**config.mk**
```make
export PLATFORM = sky130hd
export DESIGN_NAME = maze_dfs_solver
export DESIGN_NICKNAME = d
export VERILOG_FILES = /design/src/rtl/maze_dfs_solver.sv
export SDC_FILE = /design/constraint.sdc
export NUM_CORES = 1
export LEC_CHECK = 0
export BUFFER_PORTS_ARGS = -buffer_cell sky130_fd_sc_hd__buf_2
export CAP_MARGIN = 15
export CORE_MARGIN = 2
export CORE_UTILIZATION = 55
export DETAILED_ROUTE_END_ITERATION = 8
export PLACE_DENSITY_LB_ADDON = 0.1
export SKIP_LAST_GASP = 1
export SYNTH_ARGS = -nofsm -noshare
export SYNTH_HDL_FRONTEND = slang
export SYNTH_SLANG_ARGS = --single-unit
```
**constraint.sdc**
```tcl
create_clock -name clk -period 18.6 [get_ports clk]
set_input_delay 5.58 -clock clk [delete_from_list [all_inputs] [get_ports clk]]
set_output_delay 5.58 -clock clk [all_outputs]
set_load 0.02 [all_outputs]
```
**src/rtl/maze_dfs_solver.sv**
```systemverilog
// Depth-first maze solver walking a 1-bit wall/visited map in external memory.
// The found path is kept on a move stack and can be replayed any number of times.
module maze_dfs_solver #(
    parameter int X_W = 4,
    parameter int Y_W = 4,
    localparam int A_W = X_W + Y_W
) (
    input  logic           clk,
    input  logic           rst,
    input  logic           start,
    input  logic           run,
    output logic           mem_rd,
    output logic           mem_wr,
    output logic [A_W-1:0] mem_addr,
    input  logic           mem_rdata,
    output logic           busy,
    output logic           done,
    output logic           fail,
    output logic [X_W-1:0] x_o,
    output logic [Y_W-1:0] y_o,
    output logic [A_W-1:0] path_len,
    output logic [1:0]     move,
    output logic           move_valid,
    input  logic           move_ready
);
    // Replay handshake: a move transfers on a rising edge where move_valid and
    // move_ready are both high; until then move_valid stays high and move holds.

    typedef enum logic [3:0] {
        S_IDLE, S_INIT, S_PROBE, S_CHECK, S_MOVE, S_POP, S_DONE, S_FAIL, S_REPLAY
    } state_t;

    localparam logic [1:0]     DIR_UP    = 2'd0;
    localparam logic [1:0]     DIR_RIGHT = 2'd1;
    localparam logic [1:0]     DIR_LEFT  = 2'd2;
    localparam logic [1:0]     DIR_DOWN  = 2'd3;
    localparam logic [X_W-1:0] X_ONE     = X_W'(1);
    localparam logic [X_W-1:0] X_MAX     = '1;
    localparam logic [Y_W-1:0] Y_ONE     = Y_W'(1);
    localparam logic [Y_W-1:0] Y_MAX     = '1;
    localparam logic [A_W-1:0] A_ONE     = A_W'(1);

    state_t         state;
    logic [X_W-1:0] x, nx;
    logic [Y_W-1:0] y, ny;
    logic [1:0]     dir, top;
    logic           in_range, at_goal;
    logic [A_W-1:0] sp, idx;
    logic [1:0]     stack [2**A_W];

    // Neighbour of the current cell in the direction under test.
    always_comb begin
        nx       = x;
        ny       = y;
        in_range = 1'b0;
        case (dir)
            DIR_UP: begin
                in_range = (y != '0);
                ny       = y - Y_ONE;
            end
            DIR_RIGHT: begin
                in_range = (x != X_MAX);
                nx       = x + X_ONE;
            end
            DIR_LEFT: begin
                in_range = (x != '0);
                nx       = x - X_ONE;
            end
            default: begin
                in_range = (y != Y_MAX);
                ny       = y + Y_ONE;
            end
        endcase
    end

    assign at_goal = (nx == X_MAX) && (ny == Y_MAX);
    assign top     = stack[sp - A_ONE];

    always_comb begin
        mem_rd   = 1'b0;
        mem_wr   = 1'b0;
        mem_addr = '0;
        case (state)
            S_INIT:  mem_wr = 1'b1;
            S_PROBE: begin
                mem_rd   = in_range;
                mem_addr = in_range ? {ny, nx} : '0;
            end
            S_MOVE: begin
                mem_wr   = 1'b1;
                mem_addr = {ny, nx};
            end
            default: ;
        endcase
    end

    always_ff @(posedge clk) begin
        if (rst) begin
            state      <= S_IDLE;
            x          <= '0;
            y          <= '0;
            dir        <= DIR_UP;
            sp         <= '0;
            idx        <= '0;
            busy       <= 1'b0;
            done       <= 1'b0;
            fail       <= 1'b0;
            move_valid <= 1'b0;
        end else begin
            case (state)
                S_IDLE, S_DONE, S_FAIL: begin
                    if (start) begin
                        state <= S_INIT;
                        sp    <= '0;
                        x     <= '0;
                        y     <= '0;
                        dir   <= DIR_UP;
                        busy  <= 1'b1;
                        done  <= 1'b0;
                        fail  <= 1'b0;
                    end else if (state == S_DONE && run) begin
                        state      <= S_REPLAY;
                        idx        <= '0;
                        busy       <= 1'b1;
                        move_valid <= 1'b1;
                    end
                end
                S_INIT: state <= S_PROBE;
                S_PROBE: begin
                    if (in_range)             state <= S_CHECK;
                    else if (dir == DIR_DOWN) state <= S_POP;
                    else                      dir   <= dir + 2'd1;
                end
                S_CHECK: begin
                    if (!mem_rdata) begin
                        state <= S_MOVE;
                    end else if (dir == DIR_DOWN) begin
                        state <= S_POP;
                    end else begin
                        dir   <= dir + 2'd1;
                        state <= S_PROBE;
                    end
                end
                S_MOVE: begin
                    sp  <= sp + A_ONE;
                    x   <= nx;
                    y   <= ny;
                    dir <= DIR_UP;
                    if (at_goal) begin
                        state <= S_DONE;
                        done  <= 1'b1;
                        busy  <= 1'b0;
                    end else begin
                        state <= S_PROBE;
                    end
                end
                S_POP: begin
                    if (sp == '0) begin
                        state <= S_FAIL;
                        fail  <= 1'b1;
                        busy  <= 1'b0;
                    end else begin
                        // Undo the popped move and resume with the next direction after it.
                        sp <= sp - A_ONE;
                        case (top)
                            DIR_UP:    y <= y + Y_ONE;
                            DIR_RIGHT: x <= x - X_ONE;
                            DIR_LEFT:  x <= x + X_ONE;
                            default:   y <= y - Y_ONE;
                        endcase
                        dir   <= top + 2'd1;
                        state <= (top == DIR_DOWN) ? S_POP : S_PROBE;
                    end
                end
                S_REPLAY: begin
                    if (move_ready) begin
                        if (idx == sp - A_ONE) begin
                            state      <= S_DONE;
                            busy       <= 1'b0;
                            move_valid <= 1'b0;
                        end else begin
                            idx <= idx + A_ONE;
                        end
                    end
                end
                default: state <= S_IDLE;
            endcase
        end
    end

    always_ff @(posedge clk) begin
        if (!rst && state == S_MOVE) stack[sp] <= dir;
    end

    assign move     = move_valid ? stack[idx] : 2'b00;
    assign path_len = sp;
    assign x_o      = x;
    assign y_o      = y;
endmodule

```
==> results.tsv <==
stage	metric	value	unit
drt	vias	17800	
worst_setup_path	timing.critical_path.buf_inv	2	
power	p_per_area	131	nW/um^2
sta	final-hold-violation-count	0	
sta	slew_viol_final	0	
clock_tree	cts_root_buffer	clkbuf_16	
clock_tree	cts_buffer_depth	3	
clock_tree	cts_sinks	554	
drt	via_per_inst	7.04	
sta	skew	14.9	ps
logic_synthesis	synth.net_count	1838	
logic_synthesis	syn_area	27900	um^2
sta	max-slew-margin-rel	11.1	%
finish	drive_above_1_share	26.2	%
place	portBuffers	37	
logic_synthesis	ys_seq_elements	554	
hold_path	worstHoldPathType	reg2reg	
logic_synthesis	synth_cells	1816	
clock_tree	cts_buffers	57	
worst_setup_path	cpMostUsedCell	mux4_2	
grt	antenna_found_initial	2	
finish	fillerInstances	3659	
finish	final_cell_mix	512 x edfxtp_1, 318 x nor2_1, 292 x mux4_2	
sta	period_needed	10530	ps
worst_setup_path	critical-path-max-stage-delay	840	ps
clock_tree	post_cts_resized	0	
finish	stdcell_area	30700	um^2
worst_setup_path	critPathTopFamily	multiplexers	
finish	fin_cells	2531	
die	die_x	229	um
sta	rsz0062_at_grt	false	
die	die_area	52600	um^2
grt	grt_pass1_wl	115000	um
sta	max_freq	94.9	MHz
worst_setup_path	slowest_stage	buf_4	
sta	fin_crit_sh	56.6	%
grt	grt_max_degree	95	
grt	grt_pass1_vias	17500	
logic_synthesis	postSynth.asyncResetShare	0	%
finish	final_common_cell	edfxtp_1	
die	die_h	229	um
logic_synthesis	synth-edff-count	512	
place	dp_slack	8640	ps
sta	finalSetupTns	0	ps
worst_setup_path	crit_required	13020	ps
drt	wl_per_cell	30.2	um
status	status	finished, final reports clean	
drt	drcViolationCount	0	
power	irDropWorstVdd	0.0000821	V
drt	drtIter0Drc	2395	
logic_synthesis	yosysSeqAreaShare	58.1	%
drt	ant_nets	0	
worst_setup_path	endpoint_kind	primary output	
place	dpl.hpwl	47600	um
clock_tree	insertion_delay	620	ps
worst_setup_path	worstPathMaxFanout	48	
logic_synthesis	yosysUniqueCellTypes	70	
place	gp_congestion	0.898	
sta	setup_ws	8070	ps
drt	drtPass1Iterations	6	
drt	drt-total-wl	76400	um
clock_tree	cts_hold_buffers	0	
logic_synthesis	ys.flop_type	edfxtp_1	
worst_setup_path	setup.worst_path.start_class	flop	
logic_synthesis	yosysWarningCount	0	
place	place_area	28700	um^2
clock_tree	cts_tree	yes	
die	core	50200	um^2
worst_setup_path	cp.arrival	4950	ps
power	p_leak	0.00923	uW
run	maxCapViolCount	0	
grt	grt_usage	29.6	%
logic_synthesis	syn_area_per_cell	15.4	um^2
clock_tree	clkTransAtPathRegs	60	ps
die	initial_core_util	55.7	%
die	num_io_pins	38	
clock_tree	cts_setup_buffers	0	
place	place_inst	2422	
grt	overflow	0	
finish	nets	1831	
sta	setup_viol_count_final	0	
worst_setup_path	critical_path_class	reg2out	
die	rows	82	
clock_tree	h-tree-depth	2	
sta	tightestPinTransition	1300	ps
worst_setup_path	crit_chain	buf_4 > mux4_2 > mux4_2 > mux4_2 > mux4_2 > and2_1 > buf_2	
finish	area_growth_syn_to_layout	9.96	%
[Yosys cell counts (3+ instances only)]
cell type / instances / area (um^2)
mux2i_1: 35 / 350
nor4_1: 3 / 18.8
nand3_1: 26 / 130
xor2_1: 13 / 114
o221a_2: 3 / 33.8
a32oi_1: 8 / 70.1
buf_6: 4 / 45.0
or3_1: 5 / 31.3
a32o_1: 10 / 100
o211ai_1: 4 / 30.0
o22ai_1: 8 / 50.1
nor3b_1: 5 / 37.5
o21ai_0: 24 / 120
or4_1: 3 / 22.5
o221ai_1: 6 / 52.6
xnor2_1: 18 / 158
and3_1: 10 / 62.6
dfxtp_1: 42 / 841
o31ai_1: 4 / 30.0
nor2_1: 318 / 1190
and2_1: 4 / 25.0
mux2_2: 3 / 33.8
nand2_1: 127 / 477
nor2b_1: 8 / 50.1
buf_1: 5 / 18.8
inv_1: 19 / 71.3
a31oi_1: 15 / 93.8
nor3_1: 20 / 100
mux4_2: 292 / 6580
a22oi_1: 10 / 75.1
nand4_1: 5 / 31.3
buf_2: 37 / 185
a211oi_1: 4 / 30.0
nand2b_1: 13 / 81.3
a21oi_1: 25 / 125
clkbuf_1: 99 / 372
or2_2: 3 / 18.8
a311oi_1: 6 / 52.6
edfxtp_1: 512 / 15400
ha_1: 16 / 200
[cell type report]
type	instances	area (um^2)	area share (%)
Clock buffer	72	1540	5.00
Tap cell	672	841	2.74
Clock inverter	36	458	1.49
Antenna cell	1	2.50	0.00815
Multi-Input combinational cell	1096	11000	36.0
Timing Repair Buffer	81	523	1.70
Inverter	19	71.3	0.232
Sequential cell	554	16200	52.9
[metrics by stage]
step / util [%] / hold slack, ps / power [uW]
after floorplan: - / 498 / 2430
after global placement: 57.2 / 466 / 2800
after detailed placement: 57.2 / 489 / 2810
after CTS: 61.2 / 497 / 4020
after global routing: 61.2 / 527 / 4180
final: 61.2 / 493 / 4020
[report_power, final]
part | switching, uW | internal [uW] | leakage (uW)
logic | 806 | 492 | 0.00334
clock network | 491 | 724 | 0.000939
registers | 71.5 | 1440 | 0.00495
[state kept, by name, indices dropped and copies added, names as in the netlist, named ones only]
signal	cells
busy	1
stack	512
move_valid	1
y_o	4
done	1
path_len	8
state	4
dir	2
fail	1
idx	8
x_o	4
[worst register-to-register path, cell delays in order, from the launching register on]
cell,delay [ps]
dfxtp_4,800
inv_1,630
ha_4,430
xor2_4,470
buf_4,450
buf_4,740
mux4_1,410
nand2_1,50
and3_1,210
a2111oi_0,1100
nor4_1,180
a31oi_1,480
ha_1,350
a21boi_1,510
o221ai_1,240
o21ai_0,120
nor2_1,60
[path summary, 6_finish.rpt]
path                            start                  end  slack [ps]  depth (start not counted)
min reg2reg         busy$_SDFFE_PP0P_    busy$_SDFFE_PP0P_         490                          2
max                              flop              move[1]        8070                          7
max reg2reg  path_len[0]$_SDFFE_PP0P_  y_o[1]$_SDFFE_PP0P_       11250                         16
min                 busy$_SDFFE_PP0P_    busy$_SDFFE_PP0P_         490                          2
[cell families (layout without fill, tap and decap cells)]
| kind of cell | after synthesis | count (layout) | synth area share, % |
|---|---|---|---|
| other | 0 | 1 | 0 |
| AO/OA/AOI/OAI | 153 | 153 | 3.90 |
| XOR/XNOR | 33 | 33 | 1.11 |
| AND/OR/NAND/NOR | 562 | 562 | 8.57 |
| buffers and inverters | 166 | 208 | 2.53 |
| flip-flops | 554 | 554 | 58.1 |
| multiplexers | 332 | 332 | 25.1 |
| adder cells (fa/ha/maj) | 16 | 16 | 0.717 |
[routing by layer]
layer | up-vias | GRT usage, % | part of all wire, %
met4 | 2 | 11.7 | 3.9
met5 | - | 0 | 0.016
met1 | 9203 | 42.4 | 39
met3 | 189 | 6.51 | 11
li1 | 7251 | - | -
met2 | 1172 | 44.9 | 46
(Power assumes the default switching activity.)
